===== src/rtl/multicycle_control.sv =====
// Main control FSM for the multicycle MIPS-subset datapath.
// It steps each instruction through fetch, decode, execute, memory and
// writeback. It drives every datapath enable and mux select, and supplies
// ALUOp to alu_control. It also counts retired instructions and traps
// illegal opcodes in a state that only reset can leave.
module multicycle_control #(
  parameter int COUNT_WIDTH = 32
) (
  input  logic                   clk,
  input  logic                   rst,
  input  logic [5:0]             opcode,
  input  logic                   zero,
  input  logic                   mem_ready,
  output logic                   pc_we,
  output logic                   ir_we,
  output logic                   rb_we,
  output logic                   i_or_d,
  output logic                   mem_read,
  output logic                   mem_write,
  output logic                   mem_to_reg,
  output logic                   reg_dst,
  output logic                   alu_src_a,
  output logic [1:0]             alu_src_b,
  output logic [1:0]             alu_op,
  output logic [1:0]             pc_src,
  output logic [3:0]             state,
  output logic                   instr_done,
  output logic                   illegal_op,
  output logic [COUNT_WIDTH-1:0] instr_count
);

  typedef enum logic [3:0] {
    S_RESET     = 4'd0,
    S_FETCH     = 4'd1,
    S_DECODE    = 4'd2,
    S_MEM_ADDR  = 4'd3,
    S_MEM_READ  = 4'd4,
    S_MEM_WB    = 4'd5,
    S_MEM_WRITE = 4'd6,
    S_EXEC_R    = 4'd7,
    S_R_WB      = 4'd8,
    S_BRANCH    = 4'd9,
    S_JUMP      = 4'd10,
    S_EXEC_I    = 4'd11,
    S_I_WB      = 4'd12,
    S_ILLEGAL   = 4'd15
  } stateT;

  localparam logic [5:0] OP_RTYPE = 6'b000000;
  localparam logic [5:0] OP_LW    = 6'b100011;
  localparam logic [5:0] OP_SW    = 6'b101011;
  localparam logic [5:0] OP_BEQ   = 6'b000100;
  localparam logic [5:0] OP_J     = 6'b000010;
  localparam logic [5:0] OP_ADDI  = 6'b001000;

  stateT                  r_state;
  stateT                  w_next;
  logic [COUNT_WIDTH-1:0] r_count;

  // State register. Reset takes priority, so an instruction interrupted
  // by reset never finishes its write.
  always_ff @(posedge clk) begin
    if (rst) begin
      r_state <= S_RESET;
    end else begin
      r_state <= w_next;
    end
  end

  // Next-state logic. The memory states hold until mem_ready. The opcode
  // stays valid past DECODE because the IR keeps it.
  always_comb begin
    w_next = r_state;
    case (r_state)
      S_RESET:     w_next = S_FETCH;
      S_FETCH:     w_next = mem_ready ? S_DECODE : S_FETCH;
      S_DECODE: begin
        case (opcode)
          OP_RTYPE:     w_next = S_EXEC_R;
          OP_LW, OP_SW: w_next = S_MEM_ADDR;
          OP_BEQ:       w_next = S_BRANCH;
          OP_J:         w_next = S_JUMP;
          OP_ADDI:      w_next = S_EXEC_I;
          default:      w_next = S_ILLEGAL;
        endcase
      end
      S_MEM_ADDR:  w_next = (opcode == OP_SW) ? S_MEM_WRITE : S_MEM_READ;
      S_MEM_READ:  w_next = mem_ready ? S_MEM_WB : S_MEM_READ;
      S_MEM_WB:    w_next = S_FETCH;
      S_MEM_WRITE: w_next = mem_ready ? S_FETCH : S_MEM_WRITE;
      S_EXEC_R:    w_next = S_R_WB;
      S_R_WB:      w_next = S_FETCH;
      S_BRANCH:    w_next = S_FETCH;
      S_JUMP:      w_next = S_FETCH;
      S_EXEC_I:    w_next = S_I_WB;
      S_I_WB:      w_next = S_FETCH;
      S_ILLEGAL:   w_next = S_ILLEGAL;
      default:     w_next = S_ILLEGAL;
    endcase
  end

  // Output decode. Controls depend mostly on the state. The only input
  // dependencies are the write enables that wait on mem_ready or zero.
  always_comb begin
    pc_we      = 1'b0;
    ir_we      = 1'b0;
    rb_we      = 1'b0;
    i_or_d     = 1'b0;
    mem_read   = 1'b0;
    mem_write  = 1'b0;
    mem_to_reg = 1'b0;
    reg_dst    = 1'b0;
    alu_src_a  = 1'b0;
    alu_src_b  = 2'b00;
    alu_op     = 2'b00;
    pc_src     = 2'b00;
    instr_done = 1'b0;
    illegal_op = 1'b0;
    case (r_state)
      S_FETCH: begin
        mem_read  = 1'b1;
        alu_src_b = 2'b01;
        pc_we     = mem_ready;
        ir_we     = mem_ready;
      end
      S_DECODE: begin
        alu_src_b = 2'b11;
      end
      S_MEM_ADDR: begin
        alu_src_a = 1'b1;
        alu_src_b = 2'b10;
      end
      S_MEM_READ: begin
        i_or_d   = 1'b1;
        mem_read = 1'b1;
      end
      S_MEM_WB: begin
        rb_we      = 1'b1;
        mem_to_reg = 1'b1;
        instr_done = 1'b1;
      end
      S_MEM_WRITE: begin
        i_or_d     = 1'b1;
        mem_write  = 1'b1;
        instr_done = mem_ready;
      end
      S_EXEC_R: begin
        alu_src_a = 1'b1;
        alu_op    = 2'b10;
      end
      S_R_WB: begin
        rb_we      = 1'b1;
        reg_dst    = 1'b1;
        instr_done = 1'b1;
      end
      S_BRANCH: begin
        alu_src_a  = 1'b1;
        alu_op     = 2'b01;
        pc_src     = 2'b01;
        pc_we      = zero;
        instr_done = 1'b1;
      end
      S_JUMP: begin
        pc_src     = 2'b10;
        pc_we      = 1'b1;
        instr_done = 1'b1;
      end
      S_EXEC_I: begin
        alu_src_a = 1'b1;
        alu_src_b = 2'b10;
      end
      S_I_WB: begin
        rb_we      = 1'b1;
        instr_done = 1'b1;
      end
      S_ILLEGAL: begin
        illegal_op = 1'b1;
      end
      default: begin
      end
    endcase
  end

  // Retired-instruction counter. It wraps naturally at all-ones.
  always_ff @(posedge clk) begin
    if (rst) begin
      r_count <= '0;
    end else if (instr_done) begin
      r_count <= r_count + 1'b1;
    end
  end

  assign state       = r_state;
  assign instr_count = r_count;

endmodule


===== config.mk =====
export PLATFORM = sky130hd
export DESIGN_NAME = multicycle_control
export DESIGN_NICKNAME = d
export VERILOG_FILES = /design/src/rtl/multicycle_control.sv
export SDC_FILE = /design/constraint.sdc
export NUM_CORES = 1
export LEC_CHECK = 0
export ABC_AREA = 0
export BUFFER_PORTS_ARGS = -buffer_cell sky130_fd_sc_hd__clkbuf_2
export CORE_ASPECT_RATIO = 1.2
export CORE_MARGIN = 2
export CORE_UTILIZATION = 44
export CTS_BUF_LIST = sky130_fd_sc_hd__clkbuf_16
export CTS_CLUSTER_SIZE = 16
export DETAILED_ROUTE_END_ITERATION = 10
export PLACE_DENSITY = 0.73
export SETUP_SLACK_MARGIN = 0.3
export SYNTH_ARGS = -nofsm -noshare
export SYNTH_HDL_FRONTEND = slang
export SYNTH_SLANG_ARGS = --single-unit

===== constraint.sdc =====
create_clock -name clk -period 2.2 [get_ports clk]
set_clock_uncertainty 0.2 [all_clocks]
set_input_delay 0.22 -clock clk [delete_from_list [all_inputs] [get_ports clk]]
set_output_delay 0.22 -clock clk [all_outputs]
set_load 0.05 [all_outputs]

==> impl_metrics.json <==
{
  "status": "completed",
  "dieArea_um2": 5250,
  "htree_levels": 2,
  "final_hold_viol_count": 0,
  "drive_above_1_share_pct": 51.2,
  "synthSimpleGateAreaFrac_pct": 28.9,
  "ys_seq_area_share_pct": 35.0,
  "crit_chain": "maj3_2 > buf_6 > nor3b_4 > buf_6 > buf_4 > o211ai_1 > xor2_1 > nor2_1",
  "synthXorXnorAreaFrac_pct": 9.35,
  "finalCritPeriodShare_pct": 90.4,
  "rows": 27,
  "swShare_pct": 28.6,
  "power.share.clock_pct": 40.9,
  "root_buffer": "clkbuf_16",
  "holdBufCountCts": 0,
  "clkSlewWorstSetupHoldPaths_ns": 0.05,
  "wl_mm": 6.25,
  "num_vias": 2402,
  "grt_pass1_wl_mm": 10.3,
  "p_int_mw": 1.27,
  "slew_headroom_pct": 74.1,
  "ir_drop_v": 0.000409,
  "cpLargestDelayFamily": "buffers and inverters",
  "synth.distinct_cells": 40,
  "chipHeight_um": 79.0,
  "cp_data_arrival_time_ns": 1.94,
  "fp.coreArea_um2": 4560,
  "synth_compound_area_share_pct": 21.0,
  "worst_slack_ns": 0.212,
  "cp_max_fo": 5,
  "gp_congestion": 0.796,
  "post-dp-hpwl_mm": 3.92,
  "grt_usage_pct": 24.3,
  "dr.pass1.iters": 4,
  "cts_inserted_buffers": 5,
  "nNetsFinal": 375,
  "gr-total-overflow": 0,
  "slew_viol_final": 0,
  "synth-edff-count": 0,
  "pwr-share-comb_pct": 22.3,
  "clock_latency_ns": 0.27,
  "finalSetupTns_ns": 0,
  "setup_viol": 0,
  "crit_buf_inv": 3,
  "async_reset_ff_share_pct": 0,
  "syn_nets": 273,
  "synth_top_flop_cell": "dfxtp_1",
  "worstPathRequired_ns": 2.15,
  "layout_commonest_cell": "clkbuf_2",
  "antenna_cells": 0,
  "cts_max_path_buffers": 2,
  "fin_crit_ns": 1.99,
  "postSynthAreaPerCell_um2": 7.87,
  "die_w_um": 66.5,
  "synth-seq-cells": 36,
  "synth_top_family_by_area": "simple AND/OR/NAND/NOR gates",
  "end_kind": "flip-flop",
  "critical_path_class": "reg2reg",
  "cp_slowest_cell": "dfxtp_4",
  "worst_pin_slew_ns": 0.388,
  "final_cell_mix": "clkbuf_2 (53), buf_4 (36), nor2_1 (31)",
  "p_leak_nw": 1.35,
  "fmax_ghz": 0.503,
  "antenna_found_initial": 0,
  "pwr-share-seq_pct": 36.7,
  "cts_tree": "done",
  "initial_core_util_pct": 45.2,
  "synthMuxAreaShare_pct": 0,
  "antenna_left": 0,
  "worstSetupStartpointType": "flip-flop",
  "pin_count": 63,
  "syn_inst": 262,
  "port_buffers": 62,
  "grt_start_max_net_pins": 22,
  "synth_fa_ha_area_share_pct": 1.15,
  "viasPerCell": 5.68,
  "area_growth_pct": 63.5,
  "rsz0062_at_grt": "true",
  "drc_errors": 0,
  "netlist_area_um2": 2060,
  "pre_cts_slack_ns": 0.124,
  "max_stage_delay_ns": 0.35,
  "wl_per_cell_um": 14.8,
  "max_cap_violations": 0,
  "hp-class": "in2reg",
  "grt_pass1_vias": 2211,
  "yosysWarnings": 0,
  "p_per_area_nw_per_um2": 529,
  "drt-initial-drc-count": 160,
  "clkSinkCount": 36,
  "power_switching_mw": 0.509,
  "cp_common_cell": "buf_6"
}
[per-layer routing]
metal  up-vias  routed length [um]  global-route usage [%]  part of all wire, %
li1       1161                   -                       -                    -
met1      1164                2490                    30.7                   40
met2        71                3420                    42.6                   55
met3         6                 269                    3.54                  4.3
met4         0                  63                    6.53                  1.0
met5         -                   0                       0                    0
[final timing paths]
kind / start / endpoint / slack, ns / cells past startpoint
max: state[0] / instr_count[19] / 0.21 / 8
min: opcode[4] / state[2] / 0.09 / 3
max reg2reg: state[0] / instr_count[19] / 0.21 / 8
min reg2reg: instr_count[1] / instr_count[1] / 0.29 / 2
[cells by family after synthesis]
group / count (synthesis)
adders and majority gates: 2
DFF: 36
buffers and inverters: 21
xor gates and xnor gates: 22
AOI/OAI and AO/OA: 67
and+or+nand+nor: 114
[Yosys cell counts (all sizes together), types with 4 or more instances]
cell,number,area [um^2]
dfxtp,36,721
o2111ai,10,87.6
nand2b,5,31.3
nor2b,4,25.0
o21ai,21,105
nand4,7,50.1
nor2,38,143
nand3,7,35.0
or3,11,68.8
o211ai,4,40.0
buf,10,53.8
a21oi,18,90.1
a211oi,4,35.0
inv,5,18.8
nor4,4,40.0
nand2,19,71.3
and3,5,31.3
clkbuf,6,22.5
nor3,5,25.0
xor2,19,166
[final cells by class]
| class | instances | area (um^2) |
|---|---|---|
| tap | 58 | 72.6 |
| clock inverter | 2 | 7.51 |
| fill | 338 | 1190 |
| clock buffer | 6 | 150 |
| inverter | 5 | 18.8 |
| multi-input combinational | 205 | 1530 |
| timing repair buffer | 111 | 790 |
| sequential | 36 | 805 |
[power groups by stage]
stage / registers [mW] / logic [mW] / clock network [mW]
after floorplan: 0.697 / 0.230 / 0
after global placement: 0.672 / 0.314 / 0
after detailed placement: 0.672 / 0.317 / 0
after CTS: 0.657 / 0.383 / 0.746
after global routing: 0.655 / 0.423 / 0.771
final: 0.654 / 0.398 / 0.729
[stage by stage]
stage / power, mW / hold slack [ns] / utilization (%) / instances / area, um^2
detailed placement: 0.989 / 0.285 / 58.8 / 378 / 2680
finish: 1.78 / 0.0931 / 73.9 / 423 / 3370
CTS: 1.79 / 0.0823 / 69.7 / 412 / 3180
global route: 1.85 / 0.120 / 73.9 / 423 / 3370
floorplan: 0.927 / 0.161 / - / 262 / 2300
global placement: 0.986 / 0.267 / 58.8 / 378 / 2680
[tightest hold or removal path, cell delays in order]
cell,delay (ns)
clkbuf_2,0.13
o21ai_0,0.09
o21ai_0,0.09
[state kept, by name, summed over array words and instances (netlist names)]
name,cells
state,4
instr_count,32
[what timing repair did]
item | 4_1_cts | 5_1_grt
gates resized for setup | 35 | 31
pin swaps | 20 | 18
setup buffers | 25 | 11
gates cloned | 1 | 0
setup endpoints to repair | 21 | 37
No activity file was read; power rests on OpenSTA's default activity.
